[config.mk]
export PLATFORM = sky130hd
export DESIGN_NAME = pcm_mm_req_reg
export DESIGN_NICKNAME = d
export VERILOG_FILES = /design/src/rtl/pcm_mm_pkg.sv /design/src/rtl/pcm_mm_req_reg.sv
export SDC_FILE = /design/constraint.sdc
export NUM_CORES = 1
export LEC_CHECK = 0
export ABC_AREA = 1
export ABC_CLOCK_PERIOD_IN_PS = 5200
export CAP_MARGIN = 20
export CORE_UTILIZATION = 40
export DETAILED_ROUTE_END_ITERATION = 12
export HOLD_SLACK_MARGIN = 0.02
export PLACE_DENSITY_LB_ADDON = 0.08
export SLEW_MARGIN = 10
export SYNTH_ARGS = -nofsm -noshare
export SYNTH_HDL_FRONTEND = slang
export SYNTH_SLANG_ARGS = --single-unit
[constraint.sdc]
create_clock -name clk -period 5.2 [get_ports clk]
set_clock_uncertainty 0.15 [all_clocks]
set_input_delay 1.04 -clock clk [delete_from_list [all_inputs] [get_ports clk]]
set_output_delay 1.04 -clock clk [all_outputs]
set_load 0.005 [all_outputs]
[src/rtl/pcm_mm_pkg.sv]
// Shared types and defaults for the PCM memory-manager request registers.
// Build option: PCM_MM_REQ_TIMEOUT_EN enables the pending-request timeout.
package pcm_mm_pkg;

   localparam int PCM_ADDR_W = 20;
   localparam int PCM_DATA_W = 16;

   typedef enum logic [1:0] {
      IDLE    = 2'd0,
      PENDING = 2'd1,
      DONE    = 2'd2
   } req_state_t;

   // Replicated across the data width to form the timeout fill word.
   localparam logic TMO_FILL_BIT = 1'b1;

endpackage

[src/rtl/pcm_mm_req_reg.sv]
// Per-CPU request register: holds one outstanding PCM request for the arbiter.
// Build option: PCM_MM_REQ_TIMEOUT_EN completes stuck requests with all-ones.
module pcm_mm_req_reg
   import pcm_mm_pkg::*;
#(
   parameter int ADDR_W         = PCM_ADDR_W,
   parameter int DATA_W         = PCM_DATA_W,
   parameter int TIMEOUT_CYCLES = 64
) (
   input  logic              clk,
   input  logic              reset,
   input  logic              init,
   input  logic [ADDR_W-1:0] addr,
   input  logic              cpu_write,
   input  logic [DATA_W-1:0] cpu_in,
   input  logic [DATA_W-1:0] data_in,
   input  logic              resolved,
   output logic              schedule,
   output logic              cpu_ready,
   output logic [DATA_W-1:0] cpu_out,
   output logic [ADDR_W-1:0] addr_reg
);

   if (TIMEOUT_CYCLES < 1) begin : g_bad_tmo
      $error("TIMEOUT_CYCLES must be at least 1");
   end

   req_state_t        state_q, state_d;
   logic [ADDR_W-1:0] addr_d;
   logic [DATA_W-1:0] out_d;
   logic              rdy_d;
   logic              wr_prev;
   logic              is_wr_q, is_wr_d;
   logic              wr_rise;
   logic              rd_req;
   logic              new_req;

   assign wr_rise = cpu_write & ~wr_prev;
   assign rd_req  = (addr != addr_reg);
   assign new_req = (state_q != PENDING) & (wr_rise | rd_req);

   // Zero-latency request so the arbiter sees it on the detecting cycle.
   assign schedule = ~reset & ~init &
                     ((state_q == PENDING) | new_req);

`ifdef PCM_MM_REQ_TIMEOUT_EN
   localparam int CNT_W = $clog2(TIMEOUT_CYCLES + 1);
   localparam logic [CNT_W-1:0] CNT_LAST = CNT_W'(TIMEOUT_CYCLES - 1);

   logic [CNT_W-1:0] cnt_q, cnt_d;
   logic             expired;

   assign expired = (state_q == PENDING) & ~resolved &
                    (cnt_q == CNT_LAST);

   always_ff @(posedge clk or posedge reset) begin
      if (reset) cnt_q <= '0;
      else       cnt_q <= cnt_d;
   end
`else
   logic expired;
   assign expired = 1'b0;
`endif

   always_comb begin
      state_d = state_q;
      addr_d  = addr_reg;
      out_d   = cpu_out;
      rdy_d   = cpu_ready;
      is_wr_d = is_wr_q;
`ifdef PCM_MM_REQ_TIMEOUT_EN
      cnt_d   = cnt_q;
`endif
      if (init) begin
         addr_d  = addr;
         state_d = IDLE;
         rdy_d   = 1'b0;
      end else begin
         unique case (state_q)
            IDLE, DONE: begin
               if (new_req) begin
                  addr_d  = addr;
                  is_wr_d = wr_rise;
                  rdy_d   = 1'b0;
                  state_d = PENDING;
                  if (wr_rise) out_d = cpu_in;
`ifdef PCM_MM_REQ_TIMEOUT_EN
                  cnt_d = '0;
`endif
               end
            end
            PENDING: begin
               if (resolved) begin
                  if (!is_wr_q) out_d = data_in;
                  rdy_d   = 1'b1;
                  state_d = DONE;
               end else if (expired) begin
                  out_d   = {DATA_W{TMO_FILL_BIT}};
                  rdy_d   = 1'b1;
                  state_d = DONE;
               end
`ifdef PCM_MM_REQ_TIMEOUT_EN
               else begin
                  cnt_d = cnt_q + 1'b1;
               end
`endif
            end
            default: state_d = IDLE;
         endcase
      end
   end

   always_ff @(posedge clk or posedge reset) begin
      if (reset) begin
         state_q   <= IDLE;
         addr_reg  <= '0;
         cpu_out   <= '0;
         cpu_ready <= 1'b0;
         wr_prev   <= 1'b0;
         is_wr_q   <= 1'b0;
      end else begin
         state_q   <= state_d;
         addr_reg  <= addr_d;
         cpu_out   <= out_d;
         cpu_ready <= rdy_d;
         wr_prev   <= cpu_write;
         is_wr_q   <= is_wr_d;
      end
   end

endmodule

---- Yosys cells after proc, flatten, opt, wreduce, memory -nomap -nowiden ----
Cells that the tools add are included.
storage, ports and cells
  output and inout port bits .............. 38
  bits of input ports ..................... 57
  logic and storage cells ................. 52
  flip-flop bits (word level) ............. 41
operators by class
  reductions and logical operators ........ 11
  mux-type cells .......................... 16
  equality and inequality tests ........... 10
  bitwise gates (word level) .............. 9
operators by type and width
  kind                number
  $mux 16             4
  $mux 20             3
  $pmux 16 s2         1
  $ne 20x20->1        1
  $ne 2x2->1 const B  4
  $mux 2              3
  $ne 3x3->1 const B  2
  $reduce_and 3->1    2
  $reduce_and 6->1    1
  $reduce_bool 2->1   3
  $and 1x1->1         4
  $pmux 2 s2          1
  $reduce_and 2->1    2
  $mux 1              3
  $not 1->1           3
  $reduce_bool 3->1   1
  $eq 2x1->1 const B  1
  $eq 2x2->1 const B  1
  $logic_not 2->1     1
  $ne 2x1->1 const B  1
  $or 1x1->1          2
  $pmux 1 s2          1
  $reduce_or 2->1     1

---- Longest topological paths before layout ----
Gate-level depths: netlist (run 1).
  depth after elaboration ................. 7
  mapped depth ............................ 13
  mapped depth without buffers ............ 12

---- Least setup slack after synthesis (run 1) ----
OpenSTA, ideal clock, no wires.
  path type ............................... input -> output
  start ................................... input cpu_write
  end ..................................... output schedule
  data arrival time ....................... 1739 ps
  path buffers ............................ 0
  slack ................................... 2271 ps
  data required time ...................... 4010 ps
  stages .................................. 8
  cells stage by stage .................... nand2_2 -> nand2_1 -> nor2_1 -> nand2_1 -> nor2_2 -> nand3_2 -> o21ai_0 -> nor2_1
between the ends
  cells in the longest elaborated chain, start to end .. 5
RTL lines
  element             RTL line              RTL
  start: declaration  pcm_mm_req_reg.sv:14  input logic cpu_write,
  $and 1x1->1         pcm_mm_req_reg.sv:38  assign wr_rise = cpu_write & ~wr_prev;
  $or 1x1->1          pcm_mm_req_reg.sv:40  assign new_req = (state_q != PENDING) & (wr_rise | rd_req);
  $and 1x1->1         pcm_mm_req_reg.sv:40
  $or 1x1->1          pcm_mm_req_reg.sv:44  ((state_q == PENDING) | new_req);
  $and 1x1->1         pcm_mm_req_reg.sv:43  assign schedule = ~reset & ~init &
  end: declaration    pcm_mm_req_reg.sv:18  output logic schedule,
Every way passes these cells.

---- Worst setup path after layout (run 1) ----
  start ................................... input addr[10]
  end ..................................... output schedule
between the ends
  cells in the longest elaborated chain, start to end .. 5
RTL lines
  element             RTL line              RTL
  start: declaration  pcm_mm_req_reg.sv:13  input logic [ADDR_W-1:0] addr,
  $ne 20x20->1        pcm_mm_req_reg.sv:39  assign rd_req = (addr != addr_reg);
  $or 1x1->1          pcm_mm_req_reg.sv:40
  $and 1x1->1         pcm_mm_req_reg.sv:40
  $or 1x1->1          pcm_mm_req_reg.sv:44
  $and 1x1->1         pcm_mm_req_reg.sv:43
Every way passes these cells.

==> impl_metrics.yaml, run 1 <==
yosys:
  ys.flop_type: "dfrtp_1"
  synthArstFlopShare: 1.00
  ys_seq_area_frac: 0.452
  yosysWarnings: 0
  synth_top_cell_by_area: "dfrtp_1"
  synth_edf_count: 0
  synth_area_per_cell_sq_um: 6.97
  synth-seq-cells: 41
  yosysTopAreaCellShare: 0.452
  synth.most_common_cell: "nand2_1"
  synthTopCellsByCount: "nand2_1 (167), dfrtp_1 (41), inv_1 (35), nand3_1 (25), o21ai_1 (16)"
  syn_inst: 326
  syn_area_sq_mm: 0.00227
  synthesis.nets: 383
  synth_area_leaders: "dfrtp_1 (45%), nand2_1 (28%), inv_1 (5.8%)"
  synth.distinct_cells: 23
pwr:
  p_sw_frac: 0.299
  leakagePower_nw: 1.74
  powerDensity_mw_per_mm2: 285
  combPwrFrac: 0.350
  clockPowerShare: 0.206
  power.share.sequential: 0.443
  intPower_uw: 665
  peakVddDrop_v: 0.000170
  p_sw_uw: 284
global_route:
  grt_usage: 0.191
  use_met3: 0.0576
  grt.overflow.total: 0
  grt_pass1_wl_mm: 9.14
  grt_pass1_vias: 2127
  met2_usage: 0.342
  met1_usage: 0.214
  grt_max_degree: 42
  gr-max-usage-layer: "met2"
  antenna_found_initial: 0
timing:
  final_hold_viol_count: 0
  worst_slew_pin_slew_ps: 852
  setup_violations: 0
  clock.fmax_mhz: 247
  post-route-min-period_ps: 4050
  slew_viol_final: 0
  max_slew_margin: 0.431
  fin_crit_sh: 0.780
  rsz0062_at_grt: "no"
  fin_setup_tns_ps: 0
cells_and_area:
  final_util: 0.605
  drive_above_1_share: 0.0477
  area_growth_pct: 46.6
  antenna_cells: 0
  largest_register_ffs: 20
  fin_nets: 475
  num-fill-cells: 526
setup_path:
  r2r_end: "cpu_out[14]"
  endpoint_kind: "output pin"
  crit_path_start_kind: "input port"
  critPathKind: "in2out"
  cp_data_arrival_time_ps: 2860
  regToRegSetupSlack_ps: 2950
  cp.required_ps: 4010
  r2r_cells: 8
  r2r_start: "state_q[0]"
  crit_path_start: "addr[10]"
  critPathMaxFanout: 3
  cp-endpoint: "schedule"
floorplanning:
  die_y_microns: 77.4
  num_rows: 27
  core_area_sq_mm: 0.00551
  ios: 95
  die_width_microns: 77.4
  start_util: 0.413
  die_area_sq_mm: 0.00599
clock_network:
  cts_tree: "yes"
  path_clk_slew_ps: 70
  numCtsBuffers: 5
  clockBufferDepth: 2
  post_cts_resized: 0
  cts_sinks: 41
  htreeDepth: 2
  ctsHoldBuffers: 0
  post_cts_buffers: 0
  root_buffer: "clkbuf_8"
  clkLatencyLatePin_ps: 280
routing:
  wl_per_cell_microns: 10.5
  dr.pass1.iters: 4
  detail-route-antenna-nets: 0
  remaining_drc_errors: 0
  dr.first_iter.drc_count: 130
  wl_mm: 5.15
  vias: 2283
  viasPerCell: 4.65
outcome:
  status: "complete, no violations"
placement:
  port_buffers: 94
  dp_hpwl_mm: 3.82
  gp_congestion: 0.774
hold_path:
  min_path_cells: 2
  hp-class: "reg2reg"
job:
  cap_violations: 0
## how the worst min path moves through the flow
stage                     start           to  slack, ps
finish              cpu_out[13]  cpu_out[13]        330
global route         cpu_out[1]   cpu_out[1]        360
CTS                 cpu_out[10]  cpu_out[10]        330
detailed placement  cpu_out[10]  cpu_out[10]        310
global placement    cpu_out[11]  cpu_out[11]        300
floorplan             cpu_ready    cpu_ready        310
## routing by layer
layer,wire [microns],up-vias
li1,-,1172
met1,2140,1030
met2,2550,75
met3,403,6
met4,67,0
met5,0,-
## power groups by stage
stage	logic, mW	registers [mW]	clock network [mW]
2_1_floorplan	0.141	0.428	0
3_3_place_gp	0.335	0.423	0
3_5_place_dp	0.338	0.425	0
4_1_cts	0.339	0.421	0.206
5_1_grt	0.376	0.430	0.218
6_report	0.332	0.420	0.196
## cell usage in the layout, fill, tap and decap left out
master and n:
a221oi_4 1, clkbuf_1 3, clkbuf_8 5, clkdlybuf4s50_1 94
clkinv_1 1, clkinv_4 1, dfrtp_1 41, inv_1 34
inv_2 2, nand2_1 167, nand2_2 1, nand2_4 4
nand3_1 25, nand3_2 1, nand4_1 1, nor2_1 12
nor2_2 3, nor2_4 1, o21ai_0 2, o21ai_1 16
o21ai_2 1, xnor2_1 3
## critical path, stage by stage
cell,delay (ps)
clkdlybuf4s50_1,500
inv_1,50
nand2_1,50
nand2_1,50
nor2_1,110
nand2_1,80
nor2_2,150
nand3_2,120
o21ai_0,210
nor2_1,60
clkdlybuf4s50_1,440
## layout make-up
class	instances	area, sq um	area share
Clock buffer	8	80.1	0.0240
Timing Repair Buffer	94	941	0.282
Inverter	38	148	0.0443
Multi-Input combinational cell	238	1050	0.314
Sequential cell	41	1030	0.308
Tap cell	72	90.1	0.0270
## logic make-up after synthesis
kind of cell | Yosys count | synth area share
AND/OR/NAND/NOR | 215 | 0.394
AO/OA/AOI/OAI | 20 | 0.0551
buffers and inverters | 47 | 0.0881
flip-flops | 41 | 0.452
XOR/XNOR | 3 | 0.0116
## stage by stage
step	instances	cell area (sq um)	setup slack, ps	total power, mW	hold WS, ps
after floorplan	326	2270	2270	0.569	314
after global placement	483	3250	1110	0.758	303
after detailed placement	483	3250	1120	0.763	309
after CTS	491	3330	1100	0.966	327
after global routing	491	3330	952	1.02	356
final	491	3330	1150	0.948	325
No activity file was read; power rests on OpenSTA's default activity.
==> inputs of run 2 (changes only) <==
Settings changed: ABC_CLOCK_PERIOD_IN_PS 5200 to 3660, CORE_UTILIZATION 40 to 39.
Clock period 5.2 ns to 3.66 ns, I/O delays scaled along.
==> impl_metrics.yaml, run 2 (synthesis gave the netlist of run 1 again) <==
clock_network:
  root_buffer: "clkbuf_8"
  post_cts_buffers: 0
  htreeDepth: 2
  cts_tree: "yes"
  path_clk_slew_ps: 70
  clkLatencyLatePin_ps: 280
  numCtsBuffers: 5
  ctsHoldBuffers: 0
  post_cts_resized: 0
  clockBufferDepth: 2
  cts_sinks: 41
routing:
  viasPerCell: 4.51
  remaining_drc_errors: 0
  wl_per_cell_microns: 10.9
  detail-route-antenna-nets: 0
  dr.first_iter.drc_count: 93
  dr.pass1.iters: 7
  vias: 2221
  wl_mm: 5.34
timing:
  slew_viol_final: 0
  worst_slew_pin_slew_ps: 841
  fin_crit_sh: 0.931
  final_hold_viol_count: 0
  fin_setup_tns_ps: 0
  post-route-min-period_ps: 3410
  max_slew_margin: 0.438
  rsz0062_at_grt: "no"
  setup_violations: 0
  clock.fmax_mhz: 294
floorplanning:
  die_width_microns: 78.3
  die_area_sq_mm: 0.00614
  core_area_sq_mm: 0.00557
  die_y_microns: 78.3
  start_util: 0.408
  ios: 95
  num_rows: 27
global_route:
  grt_usage: 0.190
  met1_usage: 0.247
  gr-max-usage-layer: "met2"
  use_met3: 0.0430
  antenna_found_initial: 0
  met2_usage: 0.312
  grt.overflow.total: 0
  grt_pass1_vias: 2055
  grt_pass1_wl_mm: 9.19
  grt_max_degree: 42
cells_and_area:
  largest_register_ffs: 20
  num-fill-cells: 523
  antenna_cells: 0
  fin_nets: 477
  drive_above_1_share: 0.0548
  area_growth_pct: 47.5
  final_common_cell: "nand2_1"
  layout_common_cells: "nand2_1 (167), clkdlybuf4s50_1 (94), dfrtp_1 (41)"
setup_path:
  path_cells: "clkdlybuf4s50_1 > inv_1 > nand2_1 > nand2_1 > nor2_1 > nand2_1 > nor2_2 > nand3_2 > o21ai_0 > nor2_1 > clkdlybuf4s50_1"
  cp.required_ps: 2780
  cpMaxStageDelayCell: "clkdlybuf4s50_1"
  critPathMaxFanout: 3
  crit_path_start_kind: "input port"
  endpoint_kind: "output pin"
  critPathKind: "in2out"
  slowest_delay_ps: 500
  crit_top_cell: "nand2_1"
  cp_data_arrival_time_ps: 2520
pwr:
  combPwrFrac: 0.350
  leakagePower_nw: 1.76
  powerDensity_mw_per_mm2: 406
  total_power_mw: 1.36
  clockPowerShare: 0.212
  power.share.sequential: 0.438
  intPower_uw: 961
  p_sw_frac: 0.294
  peakVddDrop_v: 0.000217
  p_sw_uw: 401
placement:
  port_buffers: 94
  dp_hpwl_mm: 4.00
  gp_congestion: 0.732
hold_path:
  hp-class: "reg2reg"
outcome:
  status: "complete, no violations"
job:
  cap_violations: 0
[run 2: metal layers]
layer	part of all wire	vias to the layer above
met4	0.011	0
met3	0.071	5
met5	0	-
li1	-	1175
met2	0.46	64
met1	0.46	977
[run 2: worst paths after layout]
check / slack [ps] / start / depth (start not counted) / to
worst max-delay path: 250 / addr[16] / 11 / schedule
worst min-delay path: 320 / cpu_out[12] / 2 / cpu_out[12]
worst max register to register: 1470 / state_q[0] / 8 / cpu_out[6]
worst min register to register: 320 / cpu_out[12] / 2 / cpu_out[12]
max in group asynchronous: 2010 / reset / 2 / addr_reg[18]
min in group asynchronous: 820 / reset / 2 / addr_reg[8]
[run 2: critical path: cells and delay by family]
family / cells / cell delay (ps)
buffers and inverters: 3 / 990
and+or+nand+nor: 7 / 610
AOI/OAI and AO/OA: 1 / 200
[run 2: layout make-up]
| class | count | area (sq um) | share of cell area |
|---|---|---|---|
| Timing Repair Buffer | 96 | 956 | 0.285 |
| Inverter | 38 | 148 | 0.0440 |
| Tap cell | 72 | 90.1 | 0.0269 |
| Sequential cell | 41 | 1030 | 0.306 |
| Multi-Input combinational cell | 238 | 1050 | 0.312 |
| Clock buffer | 7 | 86.3 | 0.0258 |
[run 2: power by group through the flow]
stage	registers, mW	clock network, mW	logic (mW)
global placement	0.602	0	0.481
CTS	0.598	0.302	0.486
floorplan	0.608	0	0.201
finish	0.596	0.288	0.477
detailed placement	0.604	0	0.485
global route	0.608	0.319	0.541
[run 2: through the flow]
stage | utilization | hold slack, ps | cells | cell area [sq um] | setup slack, ps
after detailed placement | 0.586 | 308 | 485 | 3270 | 211
after global placement | 0.586 | 305 | 485 | 3270 | 241
after global routing | 0.601 | 348 | 492 | 3350 | 75.4
final | 0.601 | 323 | 492 | 3350 | 253
after CTS | 0.601 | 326 | 492 | 3350 | 197
after floorplan | - | 314 | 326 | 2270 | 1350
